`config.mk`:
```
export PLATFORM = sky130hd
export DESIGN_NAME = rom_burst_reader
export DESIGN_NICKNAME = d
export VERILOG_FILES = /design/src/rtl/rom_burst_reader.sv
export SDC_FILE = /design/constraint.sdc
export NUM_CORES = 1
export LEC_CHECK = 0
export BUFFER_PORTS_ARGS = -buffer_cell sky130_fd_sc_hd__buf_2
export CELL_PAD_IN_SITES_DETAIL_PLACEMENT = 0
export CELL_PAD_IN_SITES_GLOBAL_PLACEMENT = 2
export CORE_MARGIN = 2
export CORE_UTILIZATION = 30
export DETAILED_ROUTE_END_ITERATION = 8
export PLACE_DENSITY = 0.83
export SLEW_MARGIN = 20
export SYNTH_ARGS = -nofsm -noshare
export SYNTH_HDL_FRONTEND = slang
export SYNTH_SLANG_ARGS = --single-unit
```
`constraint.sdc`:
```
create_clock -name clk -period 6.3 [get_ports clk]
set_clock_uncertainty 0.2 [all_clocks]
set_input_delay 0.315 -clock clk [delete_from_list [all_inputs] [get_ports clk]]
set_output_delay 0.315 -clock clk [all_outputs]
set_load 0.01 [all_outputs]
```
`src/rtl/rom_burst_reader.sv`:
```
// rom_burst_reader: streams DEPTH words from a synchronous ROM with
// ROM_LATENCY cycles of read latency into a register bank that is exposed in
// parallel on data_flat. Each captured word is also announced with a
// registered one-cycle wr_valid/wr_index/wr_data strobe.
//
// Optional feature: define ROM_READER_CHECKSUM_EN to add a checksum output.
// It holds the XOR of every word captured in the current burst. It is cleared
// when the burst starts and is stable while done is high.
//
// Handshake: start is a level-sampled request. It is accepted only in IDLE or
// DONE, on a rising clock edge where start=1. busy covers the whole burst
// (READ + DRAIN). done stays high until the next accepted start or reset.
// wr_valid is a single-cycle strobe with no back-pressure. wr_index and
// wr_data are meaningful only in the cycle where wr_valid=1.
//
// The current FSM state is held in the 'state' signal (type state_t) for
// checkers bound to this module.

module rom_burst_reader #(
  parameter int DATA_W      = 8,
  parameter int DEPTH       = 32,
  parameter int ADDR_W      = 5,
  parameter int BASE_ADDR   = 0,
  parameter int ROM_LATENCY = 1
) (
  input  logic                      clk,
  input  logic                      reset,
  input  logic                      start,
  input  logic [DATA_W-1:0]         rom_q,
  output logic [ADDR_W-1:0]         rom_address,
  output logic                      rom_rd_en,
  output logic                      busy,
  output logic                      done,
  output logic [DATA_W*DEPTH-1:0]   data_flat,
  output logic                      wr_valid,
  output logic [$clog2(DEPTH)-1:0]  wr_index,
  output logic [DATA_W-1:0]         wr_data
`ifdef ROM_READER_CHECKSUM_EN
  ,
  output logic [DATA_W-1:0]         checksum
`else
`endif
);

  localparam int IDX_W = $clog2(DEPTH);

  typedef enum logic [1:0] {
    S_IDLE  = 2'd0,
    S_READ  = 2'd1,
    S_DRAIN = 2'd2,
    S_DONE  = 2'd3
  } state_t;

  state_t state;
  state_t state_next;

  // Index of the word currently being addressed. It stops at DEPTH-1, so it
  // never wraps inside a burst.
  logic [IDX_W-1:0] rd_cnt;

  // Read-tracking pipeline, ROM_LATENCY stages deep. The last stage lines up
  // with the ROM data for the address issued ROM_LATENCY cycles earlier.
  logic [ROM_LATENCY-1:0] vld_pipe;
  logic [IDX_W-1:0]       idx_pipe [ROM_LATENCY];

  logic             cap_valid;
  logic [IDX_W-1:0] cap_idx;
  logic             start_ok;
  logic             last_issue;
  logic             last_capture;

  assign cap_valid    = vld_pipe[ROM_LATENCY-1];
  assign cap_idx      = idx_pipe[ROM_LATENCY-1];
  assign start_ok     = start && ((state == S_IDLE) || (state == S_DONE));
  assign last_issue   = (rd_cnt == IDX_W'(DEPTH - 1));
  assign last_capture = cap_valid && (cap_idx == IDX_W'(DEPTH - 1));
  assign rom_address  = ADDR_W'(BASE_ADDR) + ADDR_W'(rd_cnt);

  // State register
  always_ff @(posedge clk) begin
    if (reset) begin
      state <= S_IDLE;
    end else begin
      state <= state_next;
    end
  end

  // Next-state logic: issue all addresses, wait for the pipeline, then park
  // in DONE
  always_comb begin
    state_next = state;
    case (state)
      S_IDLE:  if (start)        state_next = S_READ;
      S_READ:  if (last_issue)   state_next = S_DRAIN;
      S_DRAIN: if (last_capture) state_next = S_DONE;
      S_DONE:  if (start)        state_next = S_READ;
      default:                   state_next = S_IDLE;
    endcase
  end

  // Moore outputs decoded from the current state
  always_comb begin
    rom_rd_en = 1'b0;
    busy      = 1'b0;
    done      = 1'b0;
    case (state)
      S_READ: begin
        rom_rd_en = 1'b1;
        busy      = 1'b1;
      end
      S_DRAIN: busy = 1'b1;
      S_DONE:  done = 1'b1;
      default: ;
    endcase
  end

  // Address counter: restarts at 0 on an accepted start, advances through
  // READ, then holds the last address through DRAIN and DONE
  always_ff @(posedge clk) begin
    if (reset) begin
      rd_cnt <= '0;
    end else if (start_ok) begin
      rd_cnt <= '0;
    end else if ((state == S_READ) && !last_issue) begin
      rd_cnt <= rd_cnt + 1'b1;
    end
  end

  // Valid/index pipeline tracking each issued read until its data returns.
  // Reset flushes it, so in-flight ROM data is discarded.
  always_ff @(posedge clk) begin
    if (reset) begin
      vld_pipe <= '0;
      for (int i = 0; i < ROM_LATENCY; i++) begin
        idx_pipe[i] <= '0;
      end
    end else begin
      vld_pipe[0] <= rom_rd_en;
      idx_pipe[0] <= rd_cnt;
      for (int i = 1; i < ROM_LATENCY; i++) begin
        vld_pipe[i] <= vld_pipe[i-1];
        idx_pipe[i] <= idx_pipe[i-1];
      end
    end
  end

  // Capture returning ROM data into the bank and the one-cycle write strobe
  always_ff @(posedge clk) begin
    if (reset) begin
      data_flat <= '0;
      wr_valid  <= 1'b0;
      wr_index  <= '0;
      wr_data   <= '0;
    end else begin
      wr_valid <= cap_valid;
      if (cap_valid) begin
        data_flat[int'(cap_idx)*DATA_W +: DATA_W] <= rom_q;
        wr_index <= cap_idx;
        wr_data  <= rom_q;
      end
    end
  end

`ifdef ROM_READER_CHECKSUM_EN
  // Running XOR of the words captured in the current burst
  always_ff @(posedge clk) begin
    if (reset) begin
      checksum <= '0;
    end else if (start_ok) begin
      checksum <= '0;
    end else if (cap_valid) begin
      checksum <= checksum ^ rom_q;
    end
  end
`else
  // Checksum feature disabled: no checksum port or logic in this build.
`endif

endmodule
```
==> impl_metrics.yaml <==
grt:
  first_pass_grt_wire_length_mm: 58.2
  grt.total_usage_pct: 19.3
  global_route.overflow_total: 0
  antenna_found_initial: 0
  first_global_vias: 9393
  grt_start_max_net_pins: 118
floorplanning:
  die_footprint_um2: 39400
  core_region_area_um2: 37500
  floorplan.die.height_um: 199
  io_pins: 289
  dieWidth_um: 199
  number_of_cell_rows: 71
  initial_core_util_pct: 30.3
placement:
  port-buffer-count: 288
  dp_hpwl_mm: 26.8
  gp_congestion: 0.777
logic_synthesis:
  synth.top_cells.by_area: "dfxtp_1, mux2i_1, nand2b_1"
  synth_edf_count: 0
  netlist.top_cell.by_area: "dfxtp_1"
  synthCells: 1147
  postSynth.topFlopCell: "dfxtp_1"
  post_synthesis_async_set_or_reset_flop_share_pct: 0
  yosysSeqAreaShare_pct: 49.9
  syn_avg_cell_area_um2: 9.90
  synth.distinct_cells: 52
  net_count_after_synthesis: 1167
  ys.warnings.count: 0
  yosys_register_bits: 283
  synth.cell_area_um2: 11400
  netlist.area_leader.share_pct: 49.9
final_layout:
  insertedDiodeCount: 0
  syn2layout_area_growth_pct: 27.0
  final_cell_mix: "buf_2, dfxtp_1, mux2i_1, nand2b_1, a21oi_1"
  area_occupied_by_multi_input_gates_um2: 5370
  commonest_non_fill_non_tap_cell_in_the_layout: "buf_2"
  drive_gt1_share_pct: 25.3
  fill_cells: 3851
  final_net_count: 1428
  regArea_um2: 5670
clock_tree:
  worst_skew_pair.late_latency_ps: 510
  tritoncts: "yes"
  clock-sinks: 283
  clkTransAtPathRegs_ps: 60
  cts-buffers-inserted: 34
  ctsHtreeMaxLevel: 2
  clock_tree.buffer_depth: 3
  cts-resized-gates: 0
  cts-root-buf: "clkbuf_16"
power_and_ir_drop:
  static-leakage-power_uw: 0.00670
  ir_worst_vdd_uv: 155
  cell_pwr_density_nw_per_um2: 295
worst_setup_path:
  rr_startpoint: "idx_pipe[0][0]"
  worstPathRequired_ps: 6540
  setup.worst_path.end_class: "flip-flop"
  start_kind: "flip-flop"
  worst-r2r-cell-count: 8
  critical_path_peak_fanout: 19
  launching_instance_or_port_of_the_critical_path: "idx_pipe[0][0]"
  worst-setup-path-type: "reg -> reg"
  timing.critical_path.arrival_ps: 4210
sta:
  final_critical_delay_including_setup_and_external_delays_ps: 3970
  max_clock_freq_mhz: 252
  timing.final.hold_violations: 0
  timing.setup.tns_ps: 0
  grt_setup_unrepaired: "false"
  timing_max_transition_violations_final: 0
  timing.final.setup_violations: 0
  layout_worst_path_cycle_share_pct: 63.0
  headroom_to_the_max_slew_limit_pct: 24.5
  hold-worst-slack_ps: 84.6
  worst-slew-pin-transition_ps: 1130
hold_path:
  hold_depth: 3
  hold_class: "in -> reg"
  hold_path_startpoint: "rom_q[4]"
flow_run:
  maxCapViolations: 0
detailed_routing:
  drt_first_pass_iters: 5
  drt-vias-per-instance: 4.89
  post-route-drc-count: 0
  initial_detailed_routing_violation_count: 604
  drt-total-wl_mm: 39.1
  avgRoutedWirePerCell_um: 20.2
  antenna_left: 0
  routed-via-count: 9495
outcome:
  run_status: "completed"
-- cell families after synthesis --
kind of cell / synth area share (%)
flops: 49.9
mux: 15.6
compound gates: 9.69
simple gates: 20.2
buf+inv: 3.14
xor+xnor: 0.452
fa+ha+maj: 0.992
-- critical path: stages, from the launching register on --
cell,delay [ps]
dfxtp_1,630
inv_1,100
ha_1,290
nor3b_1,180
ha_1,580
nor3b_1,640
nand4_1,500
or4b_1,620
a21oi_1,140
-- final cells by class --
type / instances / area share [%]
Inverter: 9 / 0.234
Clock inverter: 5 / 0.443
Timing Repair Buffer: 306 / 11.1
Multi-Input combinational cell: 774 / 37.2
Clock buffer: 53 / 7.26
Sequential cell: 283 / 39.3
Tap cell: 511 / 4.44
-- Yosys cell counts (10+ instances only) --
cell type    n
a21oi_1     80
clkbuf_1    69
dfxtp_1    283
mux2i_1    177
nand2_1     31
nand2b_1   169
nand3_1     34
nand4_1     56
nor2_1      40
nor2b_1     11
o21ai_0     72
o2bb2ai_1   16
or4_1       10
-- per-layer routing --
layer  track usage, %  vias up  wire length, um
li1                 -     4573                -
met1             25.4     4535            17500
met2             31.1      331            17700
met3             5.14       56             2950
met4             5.80        0              952
met5                0        -                0
-- where the power goes --
part           internal, uW  leakage (uW)  switching [uW]
registers              1820       0.00228            25.4
clock network          1180      0.000538             762
logic                   142       0.00388             327
total                  3140       0.00670            1110
-- final timing paths --
check             slack (ps)        endpoint
setup / recovery        2330  data_flat[228]
hold / removal            80  data_flat[204]
setup reg to reg        2330  data_flat[228]
hold reg to reg          260  data_flat[219]
-- metrics by stage --
step	setup slack (ps)	power, uW	std cells	cell area [um^2]	util (%)
finish	2330	4260	1941	14400	38.5
global route	2040	4430	1941	14400	38.5
CTS	2410	4300	1941	14400	38.4
detailed placement	2450	2340	1876	13200	35.3
global placement	2590	2340	1876	13200	35.3
floorplan	3100	2190	1147	11400	-
-- sequential cells by signal, indices dropped and copies added (netlist names) --
name and cells:
data_flat 256, state 2, cap_valid 1, idx_pipe 5, wr_index 5, wr_data 8
rd_cnt 5, wr_valid 1
-- repair_timing --
| action | in CTS | in global routing |
|---|---|---|
| hold buffers | 7 | 0 |
| endpoints found under the hold margin | 25 | 0 |
| buffers inserted | 0 | 0 |
Note: power is estimated with default switching activity, not from simulation.
